`config.mk`:
```
export PLATFORM = sky130hd
export DESIGN_NAME = alu_decode_exec
export DESIGN_NICKNAME = d
export VERILOG_FILES = /design/src/rtl/alu_pkg.sv /design/src/rtl/alu_decode_exec_muldiv.sv /design/src/rtl/alu_decode_exec.sv
export SDC_FILE = /design/constraint.sdc
export NUM_CORES = 1
export LEC_CHECK = 0
export CAP_MARGIN = 10
export CORE_MARGIN = 8
export CORE_UTILIZATION = 50
export CTS_CLUSTER_DIAMETER = 120
export CTS_CLUSTER_SIZE = 14
export DETAILED_ROUTE_END_ITERATION = 8
export PLACE_DENSITY_LB_ADDON = 0.2
export SYNTH_ARGS = -nofsm -noshare
export SYNTH_HDL_FRONTEND = slang
export SYNTH_HIERARCHICAL = 1
export SYNTH_SLANG_ARGS = --single-unit
```
`constraint.sdc`:
```
create_clock -name clk -period 4.9 [get_ports clk]
set_clock_uncertainty 0.15 [all_clocks]
set_input_delay 0.98 -clock clk [delete_from_list [all_inputs] [get_ports clk]]
set_output_delay 0.98 -clock clk [all_outputs]
set_load 0.01 [all_outputs]
```
`src/rtl/alu_pkg.sv`:
```
`default_nettype none
// ============================================================================
// Module      : alu_pkg
// Description : Shared encodings for the decode/execute ALU: 4-bit ALU
//               control codes (low three bits match the legacy 3-bit
//               decoder), ALUOp values, funct7 values and a helper that
//               identifies control codes routed to the iterative M unit.
// Revision    : 1.0 - initial release
// ============================================================================
package alu_pkg;

  // ALU control codes
  localparam logic [3:0] ALU_ADD   = 4'b0000;
  localparam logic [3:0] ALU_SUB   = 4'b0001;
  localparam logic [3:0] ALU_AND   = 4'b0010;
  localparam logic [3:0] ALU_OR    = 4'b0011;
  localparam logic [3:0] ALU_XOR   = 4'b0100;
  localparam logic [3:0] ALU_SLT   = 4'b0101;
  localparam logic [3:0] ALU_SLL   = 4'b0110;
  localparam logic [3:0] ALU_SRL   = 4'b0111;
  localparam logic [3:0] ALU_SRA   = 4'b1000;
  localparam logic [3:0] ALU_SLTU  = 4'b1001;
  localparam logic [3:0] ALU_MUL   = 4'b1010;
  localparam logic [3:0] ALU_MULHU = 4'b1011;
  localparam logic [3:0] ALU_DIV   = 4'b1100;
  localparam logic [3:0] ALU_DIVU  = 4'b1101;
  localparam logic [3:0] ALU_REM   = 4'b1110;
  localparam logic [3:0] ALU_REMU  = 4'b1111;

  // ALUOp from the control unit
  localparam logic [1:0] ALUOP_ADD   = 2'b00;
  localparam logic [1:0] ALUOP_SUB   = 2'b01;
  localparam logic [1:0] ALUOP_FUNCT = 2'b10;
  localparam logic [1:0] ALUOP_RSVD  = 2'b11;

  // funct7 values
  localparam logic [6:0] FUNCT7_BASE   = 7'b0000000;
  localparam logic [6:0] FUNCT7_ALT    = 7'b0100000;
  localparam logic [6:0] FUNCT7_MULDIV = 7'b0000001;

  // Codes 1010..1111 are the multi-cycle multiply/divide group.
  function automatic logic is_muldiv(input logic [3:0] ctrl);
    return ctrl[3] & (ctrl[2] | ctrl[1]);
  endfunction

endpackage
`default_nettype wire

```
`src/rtl/alu_decode_exec_muldiv.sv`:
```
`default_nettype none
// ============================================================================
// Module      : muldiv_iter
// Description : Iterative unsigned shift-add multiplier / restoring divider
//               with sign fix-up for DIV/REM and divide-by-zero handling.
//               One step per cycle for XLEN cycles after start.
// Ports       : clk, rst  - clock, synchronous active-high reset
//               start     - begin an op (only honoured while idle)
//               ctrl      - 4-bit ALU control (MUL..REMU)
//               a, b      - operands, captured on start
//               done      - high in the final step cycle; res valid then
//               res       - result, combinational, meaningful with done
// Revision    : 1.0 - initial release
// ============================================================================
module muldiv_iter
  import alu_pkg::*;
#(
  parameter int XLEN = 32
) (
  input  logic            clk,
  input  logic            rst,
  input  logic            start,
  input  logic [3:0]      ctrl,
  input  logic [XLEN-1:0] a,
  input  logic [XLEN-1:0] b,
  output logic            done,
  output logic [XLEN-1:0] res
);

  localparam int CW = $clog2(XLEN);

  typedef enum logic [0:0] {IDLE = 1'b0, BUSY = 1'b1} state_t;

  state_t          state, state_nxt;
  logic [CW-1:0]   cnt;
  logic [XLEN-1:0] hi, lo, m, dividend;
  logic [XLEN-1:0] hi_nxt, lo_nxt;
  logic [3:0]      op_q;
  logic            neg_q, neg_r, div0;

  logic            sgn, ld_mul, is_mul_q;
  logic [XLEN-1:0] a_mag, b_mag;
  logic [XLEN:0]   sum, shifted, diff;

  assign sgn      = (ctrl == ALU_DIV) || (ctrl == ALU_REM);
  assign ld_mul   = (ctrl == ALU_MUL) || (ctrl == ALU_MULHU);
  assign is_mul_q = (op_q == ALU_MUL) || (op_q == ALU_MULHU);
  assign a_mag    = (sgn && a[XLEN-1]) ? -a : a;
  assign b_mag    = (sgn && b[XLEN-1]) ? -b : b;

  // State register
  always_ff @(posedge clk) begin
    if (rst) state <= IDLE;
    else     state <= state_nxt;
  end

  always_comb begin
    state_nxt = state;
    case (state)
      IDLE:    if (start) state_nxt = BUSY;
      BUSY:    if (cnt == '0) state_nxt = IDLE;
      default: state_nxt = IDLE;
    endcase
  end

  assign done = (state == BUSY) && (cnt == '0);

  // One iteration. Multiply: {hi,lo} is the product/multiplier pair shifted
  // right each step. Divide: hi is the partial remainder, lo shifts the
  // dividend out at the top and the quotient in at the bottom.
  always_comb begin
    sum     = {1'b0, hi} + {1'b0, m};
    shifted = {hi, lo[XLEN-1]};
    diff    = shifted - {1'b0, m};
    hi_nxt  = hi;
    lo_nxt  = lo;
    if (is_mul_q) begin
      if (lo[0]) {hi_nxt, lo_nxt} = {sum, lo[XLEN-1:1]};
      else       {hi_nxt, lo_nxt} = {1'b0, hi, lo[XLEN-1:1]};
    end else if (!diff[XLEN]) begin
      hi_nxt = diff[XLEN-1:0];
      lo_nxt = {lo[XLEN-2:0], 1'b1};
    end else begin
      hi_nxt = shifted[XLEN-1:0];
      lo_nxt = {lo[XLEN-2:0], 1'b0};
    end
  end

  // Final result from the last step. Signed overflow (-2^(XLEN-1) / -1)
  // needs no special case: magnitude quotient 2^(XLEN-1) with no negation.
  always_comb begin
    res = '0;
    case (op_q)
      ALU_MUL:           res = lo_nxt;
      ALU_MULHU:         res = hi_nxt;
      ALU_DIV, ALU_DIVU: res = div0 ? '1 : (neg_q ? -lo_nxt : lo_nxt);
      ALU_REM, ALU_REMU: res = div0 ? dividend : (neg_r ? -hi_nxt : hi_nxt);
      default:           res = '0;
    endcase
  end

  // Datapath registers
  always_ff @(posedge clk) begin
    if (rst) begin
      cnt      <= '0;
      hi       <= '0;
      lo       <= '0;
      m        <= '0;
      dividend <= '0;
      op_q     <= ALU_ADD;
      neg_q    <= 1'b0;
      neg_r    <= 1'b0;
      div0     <= 1'b0;
    end else if (state == IDLE && start) begin
      cnt      <= CW'(XLEN - 1);
      hi       <= '0;
      lo       <= ld_mul ? b : a_mag;
      m        <= ld_mul ? a : b_mag;
      dividend <= a;
      op_q     <= ctrl;
      neg_q    <= sgn & (a[XLEN-1] ^ b[XLEN-1]);
      neg_r    <= sgn & a[XLEN-1];
      div0     <= (b == '0);
    end else if (state == BUSY) begin
      cnt <= cnt - 1'b1;
      hi  <= hi_nxt;
      lo  <= lo_nxt;
    end
  end

endmodule
`default_nettype wire

```
`src/rtl/alu_decode_exec.sv`:
```
`default_nettype none
// ============================================================================
// Module      : alu_decode_exec
// Description : Decodes ALUOp/op/funct3/funct7 into a 4-bit RV32I+M ALU
//               control and executes it. Base/illegal ops: one-cycle
//               registered latency. M ops: iterative, XLEN+1 cycles, issue
//               stalled via in_ready.
// Ports       : clk, rst          - clock, synchronous active-high reset
//               in_valid/in_ready - issue handshake
//               ALUOp, op, funct3, funct7 - decode inputs (op[5] only)
//               src_a, src_b      - operands
//               out_valid         - one-cycle completion pulse
//               result, alu_ctrl, illegal - completed op, held otherwise
// Revision    : 1.0 - initial release
// ============================================================================
module alu_decode_exec
  import alu_pkg::*;
#(
  parameter int XLEN     = 32,
  parameter bit ENABLE_M = 1'b1
) (
  input  logic            clk,
  input  logic            rst,
  input  logic            in_valid,
  output logic            in_ready,
  input  logic [1:0]      ALUOp,
  input  logic [6:0]      op,
  input  logic [2:0]      funct3,
  input  logic [6:0]      funct7,
  input  logic [XLEN-1:0] src_a,
  input  logic [XLEN-1:0] src_b,
  output logic            out_valid,
  output logic [XLEN-1:0] result,
  output logic [3:0]      alu_ctrl,
  output logic            illegal
);

  localparam int SHW = $clog2(XLEN);

  logic [3:0]      dec_ctrl;
  logic            dec_illegal;
  logic [XLEN-1:0] alu_res;
  logic [SHW-1:0]  shamt;
  logic            accept, start;
  logic            m_busy, m_done;
  logic [3:0]      m_ctrl;
  logic [XLEN-1:0] m_res;
  logic            unused_op;

  assign unused_op = ^{op[6], op[4:0]};

  // Decoder; illegal encodings always report ADD.
  always_comb begin
    dec_ctrl    = ALU_ADD;
    dec_illegal = 1'b0;
    case (ALUOp)
      ALUOP_ADD: dec_ctrl = ALU_ADD;
      ALUOP_SUB: dec_ctrl = ALU_SUB;
      ALUOP_FUNCT: begin
        if (op[5] && funct7 == FUNCT7_MULDIV) begin
          case (funct3)
            3'b000:  dec_ctrl = ALU_MUL;
            3'b011:  dec_ctrl = ALU_MULHU;
            3'b100:  dec_ctrl = ALU_DIV;
            3'b101:  dec_ctrl = ALU_DIVU;
            3'b110:  dec_ctrl = ALU_REM;
            3'b111:  dec_ctrl = ALU_REMU;
            default: dec_illegal = 1'b1;
          endcase
          if (!ENABLE_M) dec_illegal = 1'b1;
        end else begin
          case (funct3)
            3'b000:  dec_ctrl = (op[5] && funct7[5]) ? ALU_SUB : ALU_ADD;
            3'b001:  dec_ctrl = ALU_SLL;
            3'b010:  dec_ctrl = ALU_SLT;
            3'b011:  dec_ctrl = ALU_SLTU;
            3'b100:  dec_ctrl = ALU_XOR;
            3'b101:  dec_ctrl = funct7[5] ? ALU_SRA : ALU_SRL;
            3'b110:  dec_ctrl = ALU_OR;
            default: dec_ctrl = ALU_AND;
          endcase
        end
      end
      default: dec_illegal = 1'b1;
    endcase
    if (dec_illegal) dec_ctrl = ALU_ADD;
  end

  // Single-cycle base ALU
  assign shamt = src_b[SHW-1:0];

  always_comb begin
    alu_res = '0;
    case (dec_ctrl)
      ALU_ADD:  alu_res = src_a + src_b;
      ALU_SUB:  alu_res = src_a - src_b;
      ALU_AND:  alu_res = src_a & src_b;
      ALU_OR:   alu_res = src_a | src_b;
      ALU_XOR:  alu_res = src_a ^ src_b;
      ALU_SLT:  alu_res = {{(XLEN-1){1'b0}}, $signed(src_a) < $signed(src_b)};
      ALU_SLTU: alu_res = {{(XLEN-1){1'b0}}, src_a < src_b};
      ALU_SLL:  alu_res = src_a << shamt;
      ALU_SRL:  alu_res = src_a >> shamt;
      ALU_SRA:  alu_res = $unsigned($signed(src_a) >>> shamt);
      default:  alu_res = '0;
    endcase
  end

  // Handshake: only the M unit ever stalls issue.
  assign in_ready = !m_busy;
  assign accept   = in_valid && in_ready;
  assign start    = accept && !dec_illegal && is_muldiv(dec_ctrl);

  muldiv_iter #(.XLEN(XLEN)) u_muldiv (
    .clk   (clk),
    .rst   (rst),
    .start (start),
    .ctrl  (dec_ctrl),
    .a     (src_a),
    .b     (src_b),
    .done  (m_done),
    .res   (m_res)
  );

  always_ff @(posedge clk) begin
    if (rst) begin
      m_busy <= 1'b0;
      m_ctrl <= ALU_ADD;
    end else if (start) begin
      m_busy <= 1'b1;
      m_ctrl <= dec_ctrl;
    end else if (m_done) begin
      m_busy <= 1'b0;
    end
  end

  // Output registers; m_done and accept are mutually exclusive (busy vs idle).
  always_ff @(posedge clk) begin
    if (rst) begin
      out_valid <= 1'b0;
      result    <= '0;
      alu_ctrl  <= ALU_ADD;
      illegal   <= 1'b0;
    end else begin
      out_valid <= 1'b0;
      if (m_done) begin
        out_valid <= 1'b1;
        result    <= m_res;
        alu_ctrl  <= m_ctrl;
        illegal   <= 1'b0;
      end else if (accept && !start) begin
        out_valid <= 1'b1;
        result    <= dec_illegal ? '0 : alu_res;
        alu_ctrl  <= dec_ctrl;
        illegal   <= dec_illegal;
      end
    end
  end

endmodule
`default_nettype wire
```
Word-level counts from Yosys, hierarchy flattened. Index checks and enable logic that the tools add are counted.

Flip-flop bits (word level): 184. Output and inout port bits: 39. Logic and storage cells: 140.

Add/subtract/negate cells: 9. Order comparisons: 2. Equal/unequal tests: 29. Shift operators: 3. Multiplexer cells: 42. Bitwise gates (word level): 9. Reduce and logical (&&, ||, !) cells: 30.

Operators by type and width (count): $mux W32 (18); $pmux W32 S10 (1); $neg A32 Y32 (4); $pmux W32 S4 (1); $lt A32 B32 Y1 (2); $eq A4 B4 Y1 const B (12); $add A32 B32 Y33 (1); $sub A33 B32 Y33 (1); $add A32 B32 Y32 (1); $and A32 B32 Y32 (1); $logic_not A32 Y1 (1); $or A32 B32 Y32 (1); $shl A32 B5 Y32 (1); $shr A32 B5 Y32 (1); $sshr A32 B5 Y32 (1); $sub A32 B32 Y32 (1); $xor A32 B32 Y32 (1); $pmux W4 S7 (1); $pmux W4 S6 (1); $mux W4 (5); $eq A4 B3 Y1 const B (4); $eq A3 B3 Y1 const B (4); $logic_and A1 B1 Y1 (10); $mux W1 (10); other kinds (24) (40).

Depth between registers and ports, before layout.
Depth after elaboration: 13. Depth in mapped cells: 26. Gate-level depth less buffers: 24.

Modules after synthesis. Netlist, hierarchy kept.

By module, submodules not included: muldiv_iter (times used 1, cells each 2198, area an instance 15436.1 µm²); alu_decode_exec (times used 1, cells each 1583, area an instance 11217.0 µm²).

Least setup slack after synthesis. Ideal clock, no wire load.

Path type: register to register. From: reg u_muldiv.op_q[2]. To: reg result[24]. Arrival time: 4.969 ns. Required time: 4.620 ns. Slack: -0.349 ns. Cell stages (with the launch flop): 26. Path buffers: 9. Cell sequence: dfxtp_1 buf_2 and3b_1 buf_2 buf_1 buf_2 buf_2 buf_1 buf_2 clkbuf_1 buf_2 nand2_1 nand2_1 inv_1 ha_1 nand3_1 or4_1 or2_2 o21ai_0 xor2_1 o21ai_0 o211ai_1 or4_1 a22oi_1 a21o_1 a31oi_1.

Longest elaborated chain between the ends: 8.

RTL lines: from (decl) (RTL line alu_decode_exec_muldiv.sv:38) `logic [3:0] op_q;`; from (signal assigned) (RTL line alu_decode_exec_muldiv.sv:120) `op_q <= ctrl;`; $eq A4 B4 Y1 (RTL line alu_decode_exec_muldiv.sv:47, alu_decode_exec_muldiv.sv:93); $logic_or A1 B1 Y1 (RTL line alu_decode_exec_muldiv.sv:47) `assign is_mul_q = (op_q == ALU_MUL) || (op_q == ALU_MULHU);`; $mux W32 (RTL line alu_decode_exec_muldiv.sv:77) `if (is_mul_q) begin`; $neg A32 Y32, on equally long branches (RTL line alu_decode_exec_muldiv.sv:97, alu_decode_exec_muldiv.sv:96); $mux W32, on equally long branches (2 in series) (RTL line alu_decode_exec_muldiv.sv:97, alu_decode_exec_muldiv.sv:96); $pmux W32 S4 (*) (RTL line alu_decode_exec_muldiv.sv:93) `case (op_q)`; via m_res[24] (RTL line alu_decode_exec.sv:47) `logic [XLEN-1:0] m_res;`; $mux W32 (*) (RTL line alu_decode_exec.sv:146) `if (m_done) begin`; to (signal assigned) (RTL line alu_decode_exec.sv:148) `result <= m_res;`; to (signal assigned) (RTL line alu_decode_exec.sv:153) `result <= dec_illegal ? '0 : alu_res;`; to (decl) (RTL line alu_decode_exec.sv:33) `output logic [XLEN-1:0] result,`.

The timed path passes the listed nets; every way through them passes the cells marked *. A chain may end at the register's enable or synchronous reset.

Worst setup path after layout.
From: reg u_muldiv.m[10]. To: reg result[17].

Longest elaborated chain between the ends: 8.

RTL lines: from (decl) (RTL line alu_decode_exec_muldiv.sv:36) `logic [XLEN-1:0] hi, lo, m, dividend;`; from (signal assigned) (RTL line alu_decode_exec_muldiv.sv:118) `m <= ld_mul ? a : b_mag;`; $sub A33 B32 Y33 or $add A32 B32 Y33 (tied branches) (RTL line alu_decode_exec_muldiv.sv:74, alu_decode_exec_muldiv.sv:72); $mux W32 (tied with other cells) (RTL line alu_decode_exec_muldiv.sv:80) `end else if (!diff[XLEN]) begin`; $mux W32 (RTL line alu_decode_exec_muldiv.sv:77); $neg A32 Y32, on equally long branches (RTL line alu_decode_exec_muldiv.sv:97, alu_decode_exec_muldiv.sv:96); $mux W32, on equally long branches (2 in series) (RTL line alu_decode_exec_muldiv.sv:97, alu_decode_exec_muldiv.sv:96); $pmux W32 S4 (*) (RTL line alu_decode_exec_muldiv.sv:93); via m_res[17] (RTL line alu_decode_exec.sv:47); $mux W32 (*) (RTL line alu_decode_exec.sv:146).

Marked as above.

==> metrics.md <==
| Metric | Value |
|---|---|
| Antenna violations before repair | 4 |
| Post-synth ARST share | 0 |
| Detail Route Antenna Nets | 0 |
| Post-synth top flop | dfxtp_1 |
| Synth Instances | approximately 3800 |
| Share of cells above drive strength 1 | 0.219 |
| HP Start | u_muldiv/dividend[7]$_SDFFE_PP0P_ |
| Router iterations before antenna repair | 7 |
| Startpoint class of the critical path | register |
| Post-layout minimum cycle time | between 5 and 6 ns |
| Final critical-path share of the clock period | 1.06 |
| Area after DPL | roughly 33000 sq um |
| Final core utilization | 0.647 |
| Syn Std Cell Area | 26700 sq um |
| Fin. max-slew vios | 0 |
| DRC viols | 0 |
| Routed WL per cell | 26.9 microns |
| Crit path kind | register to register |
| Max-slew headroom | 0.205 |
| Worst path slowest cell | or4b_4 |
| Die Span Y | around 250 microns |
| Clock sinks | between 150 and 200 |
| Launch point of the critical path | u_muldiv/m[10]$_SDFFE_PP0P_ |
| Largest net degree at the start of global routing | 76 |
| IO Pins | ~130 |
| Ys Warns | 6 |
| Max frequency | ~0.19 GHz |
| Clock-pin slew on the worst setup and hold paths | roughly 0.09 ns |
| Endpoint type of the worst setup path | register |
| Setup-failing EPs final | 9 |
| WP buf/inv | 3 |
| DR iter-0 viols | about 4300 |
| Max clock buf depth | 2 |
| Post-synth top area share | 0.138 |
| Area grow syn2layout | 27.8% |
| Post-synthesis sequential area ratio | 0.138 |
| Slew @ Worst Pin | around 1.2 ns |
| Total negative slack | -1.45 ns |
| Worst min-delay path category | register to register |
| Vias | 33700 |
| Outcome | finished, violations left |
| Final WS setup | -0.293 ns |
| Total Wirelength | around 130 mm |
| TritonCTS clock tree | done |
| Total gr overflow | 0 |
| Root Driver | clkbuf_16 |
| Top cells by area, synth | dfxtp_1, ha_1, a21oi_1 |
| Fin area | between 30000 and 40000 sq um |
| Crit Path Max Fanout | 5 |
| Final HPWL DP | between 100 and 150 mm |
| RR Startpoint | u_muldiv/m[10]$_SDFFE_PP0P_ |
| Unrepaired setup endpoints after global routing | true |
| Worst VDD drop | 0.000288 V |
| Tot Pwr | around 5.2 mW |
| Post-synthesis register bit count | 184 |
| Failing checks | setup timing |
| Max Cap Violations | 0 |
| Num CTS Buffers | 17 |
| Vias per cell | just under 7 |
| Number of global-route vias before repair | approximately 31000 |
| Netlist cell types | 110 |
| Dominant cell type by area after synthesis | dfxtp_1 |
| Pwr/cell area | approximately 150 nW/um^2 |
| Max incr delay on CP | 0.51 ns |
| Cell chain of the critical path | inv_2, ha_4, nand4_1, a2111oi_4, o211ai_4, a211o_4, a21oi_4, buf_4, nor4_1, a211oi_4, and2_4, or4b_4, buf_6, o31ai_4, xnor2_1, a221o_1, a22oi_2, o21ai_0, nor3_1, a221oi_1 |
| LEAKAGE | about 14 nW |
| CTS H-tree depth | 4 |
| Die area | 60900 sq um |
| Syn Area/Cell | 7.05 sq um |
| Post-synth EDFFs | 0 |
| Fin. Hold Viols | 0 |
| First-pass GRT wire length | between 150 and 200 mm |
| Worst-Skew Late Latency | approximately 0.50 ns |
| GRT Total Usage | 0.423 |
| Chip Width | ~250 microns |
| Synth Net Count | a little over 4000 |
| Critical path's top delay family | compound AO/OA/AOI/OAI gates |
| Gpl congestion | 1.10 |
| Cell row count | 84 |
| Required @ worst endpoint | 5.09 ns |
| Core Area | around 53000 sq um |
| Final nets | about 4600 |
| Port bufs | around 120 |
| Worst Path Arrival | about 5.4 ns |
| Post-Place Worst Slack | -0.515 ns |
| Initial Util | 0.506 |
[Yosys cell counts (all sizes together), types with 35 or more instances]
library cell and number:
and3 41, xnor2 76, o211ai 49, buf 103
a211oi 216, nor2 398, clkbuf 190, mux2i 132
nor3 98, nand2 352, ha 170, a22oi 40
or3 45, nand4 40, xor2 88, a21o 71
inv 169, a21oi 385, nand3 57, mux4 35
nor2b 36, o22ai 40, dfxtp 184, o21ai 240
[state kept, by name (all words and copies together), names as in the netlist, 4 cells and up]
register / count
result: 32
u_muldiv/dividend: 32
u_muldiv/hi: 32
u_muldiv/lo: 32
u_muldiv/m: 32
u_muldiv/cnt: 5
alu_ctrl: 4
m_ctrl: 4
u_muldiv/op_q: 4
[metrics by stage]
| stage | instances | hold WS (ns) |
|---|---|---|
| 2_1_floorplan | 3781 | 0.281 |
| 3_3_place_gp | 4937 | 0.289 |
| 3_5_place_dp | 4937 | 0.295 |
| 4_1_cts | 4984 | 0.304 |
| 5_1_grt | 5000 | 0.322 |
| 6_report | 5002 | 0.306 |
[per-layer routing]
| metal | track usage | share of wire |
|---|---|---|
| met5 | 0 | 0 |
| met3 | 0.0923 | 0.11 |
| met2 | 0.682 | 0.45 |
| met1 | 0.509 | 0.37 |
| met4 | 0.263 | 0.072 |
[area by class of cell]
| type | count | area (sq um) |
|---|---|---|
| Multi-Input combinational cell | 3128 | 21700 |
| Fill cell | 4794 | 18600 |
| Timing Repair Buffer | 791 | 6540 |
| Sequential cell | 184 | 3700 |
| Tap cell | 688 | 861 |
| Inverter | 176 | 666 |
| Clock buffer | 20 | 457 |
| Clock inverter | 12 | 164 |
| Antenna cell | 3 | 7.51 |
[power by group]
part	internal (mW)	switching [mW]	total, mW
Sequential	1.52	0.0257	1.54
Clock	0.835	0.723	1.56
Combinational	0.838	1.27	2.11
Total	3.19	2.02	5.21
[final timing paths]
| path | endpoint | slack, ns | cells past startpoint |
|---|---|---|---|
| setup / recovery | result[17]$_SDFFE_PP0P_ | -0.29 | 20 |
| hold / removal | u_muldiv/dividend[7]$_SDFFE_PP0P_ | 0.31 | 2 |
| setup reg to reg | result[17]$_SDFFE_PP0P_ | -0.29 | 20 |
| hold reg to reg | u_muldiv/dividend[7]$_SDFFE_PP0P_ | 0.31 | 2 |
[cell families (layout without fill, tap and decap cells)]
kind of cell               Yosys count  in the layout  share of synthesized area
muxes                              194            194                     0.0906
other                                0              3                          0
DFF                                184            184                      0.138
and+or+nand+nor                   1209           1209                      0.215
buffers and inverters              469            999                     0.0732
adders and majority gates          174            174                     0.0828
xor gates and xnor gates           165            165                     0.0547
AOI/OAI and AO/OA                 1386           1386                      0.346
[worst register-to-register path: cells and delay by family, from the launching register on]
family                     cells  cell delay, ns
AOI/OAI and AO/OA             10            2.66
xor gates and xnor gates       1            0.10
adders and majority gates      1            0.28
buffers and inverters          3            0.36
DFF                            1            0.34
and+or+nand+nor                5            1.14
[cell usage in the layout (no fill, tap or decap), drive strengths merged, types with 14 or more instances in the layout]
master / count
or3: 45
o221ai: 19
nand2: 352
nand4: 40
mux2: 27
nor2: 398
nand3: 57
o21a: 23
xnor2: 76
ha: 170
nor4: 26
a22oi: 40
o41ai: 14
o22ai: 40
a211o: 16
inv: 172
a21o: 71
a311oi: 22
mux2i: 132
a211oi: 216
buf: 679
o21bai: 24
clkdlybuf4s50: 112
and3: 41
o21ai: 240
dfxtp: 184
a21oi: 385
and2: 27
nand2b: 28
xor2: 88
a221oi: 25
nor2b: 36
clkbuf: 20
nor3: 98
mux4: 35
a31oi: 33
o31ai: 32
o211ai: 49
[what timing repair did]
action	CTS	global route
gates resized for setup	61	84
pin swaps	39	44
endpoints found under the setup margin	18	20
hold buffers	0	0
setup buffers	15	15
Note: power is estimated with default switching activity, not from simulation.
